### config.mk
export PLATFORM = sky130hd
export DESIGN_NAME = fb_paddle_writer_flat
export DESIGN_NICKNAME = d
export VERILOG_FILES = /design/src/rtl/fb_paddle_writer_if.sv /design/src/rtl/fb_paddle_writer.sv /design/src/flat_wrapper.sv
export SDC_FILE = /design/constraint.sdc
export NUM_CORES = 1
export LEC_CHECK = 0
export CAP_MARGIN = 20
export CORE_MARGIN = 2
export CORE_UTILIZATION = 55
export DETAILED_ROUTE_END_ITERATION = 12
export PLACE_DENSITY_LB_ADDON = 0.05
export SYNTH_ARGS = -nofsm -noshare
export SYNTH_HDL_FRONTEND = slang
export SYNTH_SLANG_ARGS = --single-unit
### constraint.sdc
create_clock -name clk -period 3.9 [get_ports clk]
set_clock_uncertainty 0.05 [all_clocks]
set_input_delay 0.78 -clock clk [delete_from_list [all_inputs] [get_ports clk]]
set_output_delay 0.78 -clock clk [all_outputs]
set_load 0.05 [all_outputs]
### src/rtl/fb_paddle_writer_if.sv
// rtl/fb_paddle_writer_if.sv - pixel RAM write-port bundle
interface fb_paddle_writer_if #(
    parameter int AW = 17,
    parameter int DW = 3
);
    logic [AW-1:0] mem_px_addr;
    logic [DW-1:0] mem_px_data;
    logic          px_wr;

    modport master (output mem_px_addr, output mem_px_data, output px_wr);
    modport slave  (input  mem_px_addr, input  mem_px_data, input  px_wr);
endinterface

### src/rtl/fb_paddle_writer.sv
// rtl/fb_paddle_writer.sv - frame-buffer clear, paddle draw and tick-driven paddle motion
module fb_paddle_writer #(
    parameter int            SCREEN_X    = 265,
    parameter int            SCREEN_Y    = 265,
    parameter int            AW          = 17,
    parameter int            DW          = 3,
    parameter int            BOX_W       = 16,
    parameter int            BOX_H       = 16,
    parameter int            BOX_Y       = 240,
    parameter int            BOX_X0      = 124,
    parameter int            STEP        = 4,
    parameter logic [DW-1:0] BG_COLOR    = 3'b000,
    parameter logic [DW-1:0] FG_COLOR    = 3'b100,
    parameter int            TICK_CYCLES = 416667
) (
    input  logic                clk,
    input  logic                rst,
    input  logic                in1,
    input  logic                in2,
    fb_paddle_writer_if.master  wr,
    output logic                busy
);
    localparam int TW = (TICK_CYCLES > 1) ? $clog2(TICK_CYCLES) : 1;
    localparam int CW = $clog2(BOX_W + 1);
    localparam int RW = $clog2(BOX_H + 1);

    localparam logic [AW-1:0] LAST_ADDR = AW'(SCREEN_X * SCREEN_Y - 1);
    // Top-row base is an elaboration-time constant; per-row bases are accumulated.
    localparam logic [AW-1:0] ROW0      = AW'(BOX_Y * SCREEN_X);
    localparam logic [AW-1:0] STRIDE    = AW'(SCREEN_X);
    localparam logic [AW-1:0] X_MAX     = AW'(SCREEN_X - BOX_W);
    localparam logic [AW-1:0] STEP_A    = AW'(STEP);
    localparam logic [AW-1:0] X_INIT    = AW'(BOX_X0);
    localparam logic [TW-1:0] TICK_LAST = TW'(TICK_CYCLES - 1);
    localparam logic [CW-1:0] COL_LAST  = CW'(BOX_W - 1);
    localparam logic [RW-1:0] ROW_LAST  = RW'(BOX_H - 1);

    typedef enum logic [1:0] {CLEAR, DRAW, IDLE, ERASE} state_t;

    state_t        state;
    logic [AW-1:0] x;
    logic [AW-1:0] old_x;
    logic [AW-1:0] nx;
    logic [AW-1:0] clr_addr;
    logic [AW-1:0] row_base;
    logic [CW-1:0] col;
    logic [RW-1:0] row;
    logic [TW-1:0] tick_cnt;
    logic          tick_pending;
    logic          consume;
    logic          in1_q1, in1_q2, in2_q1, in2_q2;

    // Two-flop synchronizers for the asynchronous push buttons.
    always_ff @(posedge clk or negedge rst) begin
        if (!rst) begin
            in1_q1 <= 1'b0;
            in1_q2 <= 1'b0;
            in2_q1 <= 1'b0;
            in2_q2 <= 1'b0;
        end else begin
            in1_q1 <= in1;
            in1_q2 <= in1_q1;
            in2_q1 <= in2;
            in2_q2 <= in2_q1;
        end
    end

    assign consume = (state == IDLE) && tick_pending;

    // Free-running tick divider with a one-deep pending flag; extra ticks are dropped.
    always_ff @(posedge clk or negedge rst) begin
        if (!rst) begin
            tick_cnt     <= '0;
            tick_pending <= 1'b0;
        end else begin
            if (tick_cnt == TICK_LAST) begin
                tick_cnt     <= '0;
                tick_pending <= 1'b1;
            end else begin
                tick_cnt <= tick_cnt + 1'b1;
                if (consume) begin
                    tick_pending <= 1'b0;
                end
            end
        end
    end

    // Next paddle column from the synchronized buttons, clamped to the screen.
    always_comb begin
        nx = x;
        if (in1_q2 && !in2_q2) begin
            nx = (x + STEP_A > X_MAX) ? X_MAX : x + STEP_A;
        end else if (!in1_q2 && in2_q2) begin
            nx = (x < STEP_A) ? '0 : x - STEP_A;
        end
    end

    // Main sequencer: clear, draw, wait for a tick, erase old paddle, redraw.
    always_ff @(posedge clk or negedge rst) begin
        if (!rst) begin
            state          <= CLEAR;
            x              <= X_INIT;
            old_x          <= X_INIT;
            clr_addr       <= '0;
            row_base       <= ROW0;
            col            <= '0;
            row            <= '0;
            wr.px_wr       <= 1'b0;
            wr.mem_px_addr <= '0;
            wr.mem_px_data <= BG_COLOR;
            busy           <= 1'b1;
        end else begin
            case (state)
                CLEAR: begin
                    wr.px_wr       <= 1'b1;
                    wr.mem_px_addr <= clr_addr;
                    wr.mem_px_data <= BG_COLOR;
                    busy           <= 1'b1;
                    if (clr_addr == LAST_ADDR) begin
                        clr_addr <= '0;
                        col      <= '0;
                        row      <= '0;
                        row_base <= ROW0;
                        state    <= DRAW;
                    end else begin
                        clr_addr <= clr_addr + 1'b1;
                    end
                end
                DRAW, ERASE: begin
                    wr.px_wr       <= 1'b1;
                    busy           <= 1'b1;
                    wr.mem_px_addr <= row_base + ((state == DRAW) ? x : old_x) + AW'(col);
                    wr.mem_px_data <= (state == DRAW) ? FG_COLOR : BG_COLOR;
                    if (col == COL_LAST) begin
                        col      <= '0;
                        row_base <= row_base + STRIDE;
                        if (row == ROW_LAST) begin
                            row      <= '0;
                            row_base <= ROW0;
                            state    <= (state == DRAW) ? IDLE : DRAW;
                        end else begin
                            row <= row + 1'b1;
                        end
                    end else begin
                        col <= col + 1'b1;
                    end
                end
                IDLE: begin
                    wr.px_wr <= 1'b0;
                    busy     <= 1'b0;
                    if (tick_pending && (nx != x)) begin
                        old_x <= x;
                        x     <= nx;
                        busy  <= 1'b1;
                        state <= ERASE;
                    end
                end
            endcase
        end
    end
endmodule

### src/flat_wrapper.sv
// flat-port wrapper written by rule: the top's interface ports become plain ports
module fb_paddle_writer_flat 
#(
    parameter int            SCREEN_X    = 265,
    parameter int            SCREEN_Y    = 265,
    parameter int            AW          = 17,
    parameter int            DW          = 3,
    parameter int            BOX_W       = 16,
    parameter int            BOX_H       = 16,
    parameter int            BOX_Y       = 240,
    parameter int            BOX_X0      = 124,
    parameter int            STEP        = 4,
    parameter logic [DW-1:0] BG_COLOR    = 3'b000,
    parameter logic [DW-1:0] FG_COLOR    = 3'b100,
    parameter int            TICK_CYCLES = 416667
)
  (clk, rst, in1, in2, busy, wr_mem_px_addr, wr_mem_px_data, wr_px_wr);
  fb_paddle_writer_if #(.AW(AW), .DW(DW)) wr_i ();
  input  logic clk;
  input  logic rst;
  input  logic in1;
  input  logic in2;
  output logic busy;
  output wire logic [$bits(wr_i.mem_px_addr)-1:0] wr_mem_px_addr;
  output wire logic [$bits(wr_i.mem_px_data)-1:0] wr_mem_px_data;
  output wire logic [$bits(wr_i.px_wr)-1:0] wr_px_wr;
  assign wr_mem_px_addr = wr_i.mem_px_addr;
  assign wr_mem_px_data = wr_i.mem_px_data;
  assign wr_px_wr = wr_i.px_wr;
  fb_paddle_writer #(.SCREEN_X(SCREEN_X), .SCREEN_Y(SCREEN_Y), .AW(AW), .DW(DW), .BOX_W(BOX_W), .BOX_H(BOX_H), .BOX_Y(BOX_Y), .BOX_X0(BOX_X0), .STEP(STEP), .BG_COLOR(BG_COLOR), .FG_COLOR(FG_COLOR), .TICK_CYCLES(TICK_CYCLES)) u_core (.clk(clk), .rst(rst), .in1(in1), .in2(in2), .wr(wr_i), .busy(busy));
endmodule
Word-level counts from Yosys, hierarchy flattened
Index checks and enable logic that the tools add are counted.

Output and inout bits: 22. Word-level logic and storage cells: 86. Bits in registers: 126.

$add $sub $neg: 9. Mux-type cells: 31. Equal/unequal tests: 12. Order comparisons: 2. Reductions and logical operators: 15.

Operators with widths (number): two-way mux 17 bit (9); one-hot mux 17 bit (2 select lines) (2); two-way mux 5 bit (4); one-hot mux 5 bit (2 select lines) (2); adder 19 x 1 -> 19 bit, second input constant (1); equality test 19 bit, second input constant (1); two-way mux 19 bit (1); adder 17 x 1 -> 17 bit, second input constant (1); adder 17 bit (1); adder 17 x 3 -> 17 bit, second input constant (1); adder 17 x 5 -> 17 bit (1); adder 17 x 9 -> 17 bit, second input constant (1); equality test 17 bit, second input constant (1); > comparator 17 x 8 -> 1 bit, second input constant (1); < comparator 17 x 3 -> 1 bit, second input constant (1); inequality test 17 bit (1); subtractor 17 x 3 -> 17 bit, second input constant (1); adder 5 x 1 -> 5 bit, second input constant (2); equality test 5 x 4 -> 1 bit, second input constant (2); two-way mux 2 bit (5); inequality test 2 x 1 -> 1 bit, second input constant (3); one-hot mux 2 bit (3 select lines) (1); one-hot mux 3 bit (2 select lines) (1); equality test 2 bit, second input constant (2); 14 further kinds (23).

Depth between registers and ports, before layout
Gate-level depths: netlist (run 1).

Depth after elaboration: 8. Mapped depth: 19.

Worst setup path after synthesis (run 1)
Ideal clock, no wire load.

Path kind: reg-to-reg. Start: reg u_core.state[1]. End: reg u_core.wr.mem_px_addr[15]. Cell stages (with the launch flop): 20. Arrival: 4061 ps. Data required time: 3717 ps. Slack: -344 ps. Library setup time: 133 ps. Cell sequence: dfrtp_1 inv_1 ha_1 clkbuf_1 buf_1 mux2i_1 fa_1 inv_1 ha_1 inv_1 fa_1 nor2b_1 o21ai_0 a21boi_0 o211ai_1 a31oi_1 a21o_1 a21oi_1 nor4b_1 a211oi_1.

Word-level cells in the longest chain between the ends: 5.

RTL lines: start: declaration (line fb_paddle_writer.sv:40) `state_t state;`; start signal: assignment (line fb_paddle_writer.sv:140) `state <= (state == DRAW) ? IDLE : DRAW;`; equality test 2 x 1 -> 1 bit (line fb_paddle_writer.sv:113, fb_paddle_writer.sv:132); two-way mux 17 bit (line fb_paddle_writer.sv:132) `wr.mem_px_addr <= row_base + ((state == DRAW) ? x : old_x) + AW'(col);`; adder 17 bit (line fb_paddle_writer.sv:132); adder 17 x 5 -> 17 bit (line fb_paddle_writer.sv:132); one-hot mux 17 bit (2 select lines) (line fb_paddle_writer.sv:113) `case (state)`; end signal: assignment (line fb_paddle_writer.sv:116) `wr.mem_px_addr <= clr_addr;`; end signal: assignment (line fb_paddle_writer.sv:132); end: declaration (line fb_paddle_writer_if.sv:10) `modport master (output mem_px_addr, output mem_px_data, output px_wr);`.

Parallel ways exist; a longest one is shown, timed or not. A chain may end at the register's enable or synchronous reset.

Worst setup path in the final report (run 1)
Ends and elaborated chain as after synthesis.

==> results of run 1 <==
## power by group through the flow
stage          logic, µW  registers (µW)  clock network [µW]
6_report            86.7            1290                1440
3_3_place_gp        85.7            1320                   0
5_1_grt             97.3            1290                1520
2_1_floorplan       47.6            1310                   0
4_1_cts             87.9            1290                1460
3_5_place_dp        87.1            1320                   0
## cell type report
class / instances / area (µm²) / area share
multi-input combinational: 637 / 4280 / 0.487
sequential: 124 / 3130 / 0.356
timing repair buffer: 52 / 483 / 0.0549
clock buffer: 18 / 439 / 0.0499
tap: 180 / 225 / 0.0256
inverter: 37 / 139 / 0.0158
clock inverter: 14 / 96.3 / 0.0110
## state kept, by name, indices dropped and copies added, names as in the netlist
name and count:
u_core.tick_cnt 19, u_core.clr_addr 17, u_core.old_x 17, u_core.row_base 17
u_core.wr.mem_px_addr 17, u_core.x 17, u_core.col 5, u_core.row 5
u_core.state 2, u_core.busy 1, u_core.in1_q1 1, u_core.in1_q2 1
u_core.in2_q1 1, u_core.in2_q2 1, u_core.tick_pending 1, u_core.wr.mem_px_data 1
u_core.wr.px_wr 1
## repair_timing
action	in CTS	in global routing
buffers inserted	0	5
setup endpoints to repair	0	7
gates resized for setup	0	11
## final timing paths
check                                      from                   endpoint  slack (ns)
max in group asynchronous                   rst                u_core.busy        2.67
worst max-delay path            u_core.state[1]  u_core.wr.mem_px_addr[15]        0.10
min in group clk                  u_core.in1_q1              u_core.in1_q2        0.30
worst min-delay path                        rst              u_core.row[2]        0.29
worst max register to register  u_core.state[1]  u_core.wr.mem_px_addr[15]        0.10
worst min register to register    u_core.in1_q1              u_core.in1_q2        0.30
## through the flow
| step | cell area, µm² | power [µW] | cells | hold slack [ns] | TNS (ns) |
|---|---|---|---|---|---|
| 4_1_cts | 8720 | 2840 | 1057 | 0.302 | 0 |
| 3_3_place_gp | 8180 | 1400 | 1025 | 0.286 | 0 |
| 2_1_floorplan | 7690 | 1360 | 837 | 0.281 | 0 |
| 6_report | 8790 | 2820 | 1062 | 0.295 | 0 |
| 3_5_place_dp | 8180 | 1400 | 1025 | 0.289 | 0 |
| 5_1_grt | 8790 | 2910 | 1062 | 0.307 | -0.0904 |
## logic make-up (layout without fill, tap and decap cells)
group / Yosys count / after routing
AO/OA/AOI/OAI: 199 / 199
XOR/XNOR: 50 / 50
adder cells (fa/ha/maj): 47 / 47
buffers and inverters: 76 / 121
flip-flops: 124 / 124
multiplexers: 41 / 41
other: 1 / 2
AND/OR/NAND/NOR: 298 / 298
## synthesized netlist by cell type, types with 8 or more instances
| cell type | count |
|---|---|
| a21oi_1 | 39 |
| a31oi_1 | 11 |
| and3_1 | 11 |
| buf_2 | 9 |
| clkbuf_1 | 22 |
| dfrtp_1 | 105 |
| dfstp_2 | 19 |
| ha_1 | 41 |
| inv_1 | 36 |
| mux2_1 | 8 |
| mux2_2 | 20 |
| mux2i_1 | 13 |
| nand2_1 | 86 |
| nand2b_1 | 10 |
| nand3_1 | 36 |
| nand4_1 | 9 |
| nor2_1 | 73 |
| nor3_1 | 22 |
| nor4_1 | 9 |
| o21a_1 | 13 |
| o21ai_0 | 75 |
| xnor2_1 | 21 |
| xor2_1 | 29 |
## layer usage
| layer | wire [µm] | up-vias | share of wire | track usage |
|---|---|---|---|---|
| li1 | - | 3049 | - | - |
| met1 | 8580 | 3099 | 0.45 | 0.349 |
| met2 | 9510 | 179 | 0.49 | 0.464 |
| met3 | 818 | 28 | 0.042 | 0.0506 |
| met4 | 346 | 0 | 0.018 | 0.105 |
| met5 | 0 | - | 0 | 0 |
==> results.toml, run 1 <==
[global_routing]
grt_pass1_wl_um = 31700
track_usage = 0.274
antenna_found_initial = 0
grt_max_degree = 55
grt_remaining_overflow = 0
grt_pass1_vias = 6266

[clock_network]
h-tree-depth = 4
cts-hold-fix-buffers = 0
clk_path_buf_depth = 2
clk_latency_ns = 0.42
root_buffer = "clkbuf_16"
cts.sinks = 124
clkTransAtPathRegs_ns = 0.06
cts_tree = "yes"
numCtsBuffers = 17

[drt]
drc = 0
ant_nets = 0
first_iter_violations = 466
drt-total-wl_um = 19300
viasPerCell = 5.98
wl_per_cell_um = 18.1
via_count = 6355
dr.pass1.iters = 5

[setup_path]
reg2reg_depth = 17
crit_slowest_cell = "dfrtp_1"
slowest_delay_ns = 0.44
path_cells = "inv_2, ha_4, mux2i_2, fa_1, inv_1, ha_2, inv_1, fa_1, nor2b_1, o21ai_1, a21boi_2, o211ai_1, a31oi_1, a21o_1, a21oi_1, nor4b_2, a211oi_1"
crit_family = "adder cells"
cp.required_ns = 4.14
crit_path_end_kind = "register"
worstSetupPathType = "register to register"
cp.arrival_ns = 4.04
crit_fanout = 5
start_kind = "register"
crit_buf_inv = 3
path_depth = 17

[placement]
portBuffers = 23
gp_congestion = 0.962
hpwl_um = 13700
dp_slack_ns = 0.0765

[sta]
finalCritPeriodShare = 0.974
worstMarginPinSlew_ns = 0.687
slew_violations = 0
setup_viol = 0
report.final.hold_viol_count = 0
period_needed_ns = 3.80
fmax_mhz = 263
setup_slack_ns = 0.101
timing.slew.headroom = 0.540

[pwr]
internal-power_uw = 2140
clock_power_share = 0.510
p_per_area_nw_per_um2 = 321
peakVddDrop_v = 0.000378
seq_power_share = 0.459
switching_share = 0.241
leakagePower_uw = 0.00401
power_switching_uw = 679
p_comb_frac = 0.031

[yosys]
ys_seq_area_frac = 0.407
synth_simple_gate_area_share = 0.190
synth_top_family_by_area = "simple AND/OR/NAND/NOR gates"
synth_area_leader_cell = "dfrtp_1"
syn_avg_cell_area_um2 = 9.19
ys_async_sr_fraction = 1.00
yosysTopAreaCellShare = 0.342
yosysWarnings = 0
synthCells = 836
syn_area_um2 = 7680
synthTopCellsByArea = "dfrtp_1, ha_1, dfstp_2, o21ai_0, nand2_1"
synthAdderAreaFrac = 0.0824
synth-edff-count = 0
ys_ff_latch = 124
ys_types = 77
synth_xor_area_frac = 0.0570
synth_compound_area_frac = 0.163
synth-main-ff-cell = "dfrtp_1"
yosys-mux-area-fraction = 0.0580

[min_path]
min_path_type = "input pin to async pin"

[finish]
layout.nets = 920
layout_commonest_cell = "dfrtp_1"
antennaDiodeCount = 0
mostFrequentLayoutCells = "dfrtp_1, nand2_1, o21ai_0"
synthToLayoutAreaGrowth_pct = 14.5
finish.utilization = 0.638
fill_cells = 1182
layout-drive-gt1-share = 0.138

[floorplan]
fp.dieH_um = 122
rows = 43
die_x_um = 122
coreArea_um2 = 13800
io_pins = 26
dieArea_um2 = 14900
initial_core_util = 0.558

[outcome]
outcome = "completed"

[flow_run]
maxCapViolCount = 0
(Power assumes the default switching activity.)
==> inputs of run 2 (changes only) <==
--- a/config.mk
+++ b/config.mk
@@ -6,6 +6,7 @@
 export NUM_CORES = 1
 export LEC_CHECK = 0
 export CAP_MARGIN = 20
+export CORE_ASPECT_RATIO = 1.1
 export CORE_MARGIN = 2
 export CORE_UTILIZATION = 55
 export DETAILED_ROUTE_END_ITERATION = 12
==> run 2 against run 1 <==
Against the previous run: via count fell by 0.85%; critical endpoint unchanged; final area rose by 0.46%; core utilization rose by 0.45 points; fmax rose by 1.4%; total power rose by 5.9%; global-route usage fell by 0.26 points; sequential share of layout area fell by 0.18 points; flip-flop and latch count did not move; largest power group unchanged; die area barely moved.
==> results.toml, run 2 (synthesized netlist as in run 1, its figures left out) <==
[outcome]
outcome = "completed"

[clock_network]
numCtsBuffers = 17
cts_tree = "yes"
cts-hold-fix-buffers = 0
clk_latency_ns = 0.42
h-tree-depth = 4
cts.sinks = 124
root_buffer = "clkbuf_16"
clk_path_buf_depth = 2
clkTransAtPathRegs_ns = 0.06

[global_routing]
grt_pass1_vias = 6319
grt_pass1_wl_um = 31500
grt_remaining_overflow = 0
track_usage = 0.271
grt_max_degree = 65
antenna_found_initial = 0

[placement]
hpwl_um = 13600
portBuffers = 23
gp_congestion = 0.937

[finish]
synthToLayoutAreaGrowth_pct = 15.0
top_register = "u_core.tick_cnt"
antennaDiodeCount = 0
layout-drive-gt1-share = 0.135
layout_commonest_cell = "dfrtp_1"
largest_reg_flops = 19
multi_input_area_um2 = 4270
layout.nets = 919
fill_cells = 1177
mostFrequentLayoutCells = "dfrtp_1, nand2_1, o21ai_0"
register_area_um2 = 3130

[pwr]
report.power.total_uw = 2990
leakagePower_uw = 0.00404
peakVddDrop_v = 0.000266
p_per_area_nw_per_um2 = 338

[setup_path]
cp.arrival_ns = 4.02
crit_buf_inv = 3
start_kind = "register"
crit_slowest_cell = "dfrtp_1"
cp.required_ns = 4.17
worstSetupPathType = "register to register"
path_cells = "inv_2, ha_2, buf_4, mux2_2, fa_1, ha_1, inv_1, fa_1, nor2b_1, o21ai_1, a21boi_2, o211ai_1, a31oi_1, a21o_1, a21oi_1, nor4b_2, a211oi_1"
cp_common_cell = "fa_1"
crit_fanout = 4
crit_path_end_kind = "register"
slowest_delay_ns = 0.41
crit_family = "compound AO/OA/AOI/OAI gates"

[drt]
drc = 0
ant_nets = 0
first_iter_violations = 488
viasPerCell = 5.89
dr.pass1.iters = 4
drt-total-wl_um = 18800
wl_per_cell_um = 17.6
via_count = 6301

[sta]
period_needed_ns = 3.75
fmax_mhz = 267
setup_viol = 0
worstMarginPinSlew_ns = 0.776
slew_violations = 0
finalCritPeriodShare = 0.960
fin_setup_tns_ns = 0
report.final.hold_viol_count = 0
timing.slew.headroom = 0.483

[floorplan]
initial_core_util = 0.559
io_pins = 26
coreArea_um2 = 13700
rows = 45
fp.dieH_um = 128
dieArea_um2 = 14900
die_x_um = 117

[flow_run]
maxCapViolCount = 0

[min_path]
min_path_type = "register to register"
[run 2: per-layer routing]
| layer | vias up | routed length (µm) | share of wire | track usage |
|---|---|---|---|---|
| li1 | 3043 | - | - | - |
| met1 | 3055 | 8160 | 0.43 | 0.344 |
| met2 | 151 | 9250 | 0.49 | 0.450 |
| met3 | 52 | 673 | 0.036 | 0.0478 |
| met4 | 0 | 711 | 0.038 | 0.129 |
| met5 | - | 0 | 0 | 0 |
[run 2: final timing paths]
check	slack (ns)	cells after the start	start	endpoint
setup / recovery	0.15	17	u_core.state[1]	u_core.wr.mem_px_addr[15]
hold / removal	0.29	0	u_core.in2_q1	u_core.in2_q2
setup reg to reg	0.15	17	u_core.state[1]	u_core.wr.mem_px_addr[15]
hold reg to reg	0.29	0	u_core.in2_q1	u_core.in2_q2
max in group asynchronous	2.57	2	rst	u_core.row_base[11]
min in group asynchronous	0.37	1	rst	u_core.row[1]
[run 2: final cells by class]
type / count / share of cell area
clock buffer: 19 / 0.0501
clock inverter: 13 / 0.0176
inverter: 37 / 0.0157
multi-input combinational: 637 / 0.484
sequential: 124 / 0.354
tap: 188 / 0.0266
timing repair buffer: 51 / 0.0524
[run 2: worst register-to-register path: stages (launching register included)]
cell and delay, ns:
dfrtp_1 0.41, inv_2 0.08, ha_2 0.21, buf_4 0.15, mux2_2 0.35, fa_1 0.37
ha_1 0.23, inv_1 0.08, fa_1 0.22, nor2b_1 0.06, o21ai_1 0.19, a21boi_2 0.11
o211ai_1 0.24, a31oi_1 0.16, a21o_1 0.20, a21oi_1 0.26, nor4b_2 0.09, a211oi_1 0.20
[run 2: repair_timing]
action / in CTS / in global routing
endpoints found under the setup margin: 0 / 5
buffers inserted: 0 / 2
resized for setup: 0 / 9
[run 2: per-stage QoR]
stage	hold slack, ns	instances	worst slack (ns)	utilization	cell area [µm²]
2_1_floorplan	0.281	837	0.0435	-	7690
3_3_place_gp	0.290	1034	0.207	0.596	8190
3_5_place_dp	0.285	1035	0.0470	0.597	8200
4_1_cts	0.298	1067	0.0722	0.640	8790
5_1_grt	0.308	1069	-0.0814	0.643	8830
6_report	0.294	1069	0.155	0.643	8830
[run 2: power by group]
group          total (µW)  switching, µW  internal [µW]
sequential           1290           3.59           1290
combinational        89.5           62.7           26.8
clock                1600            629            974
total                2990            695           2290
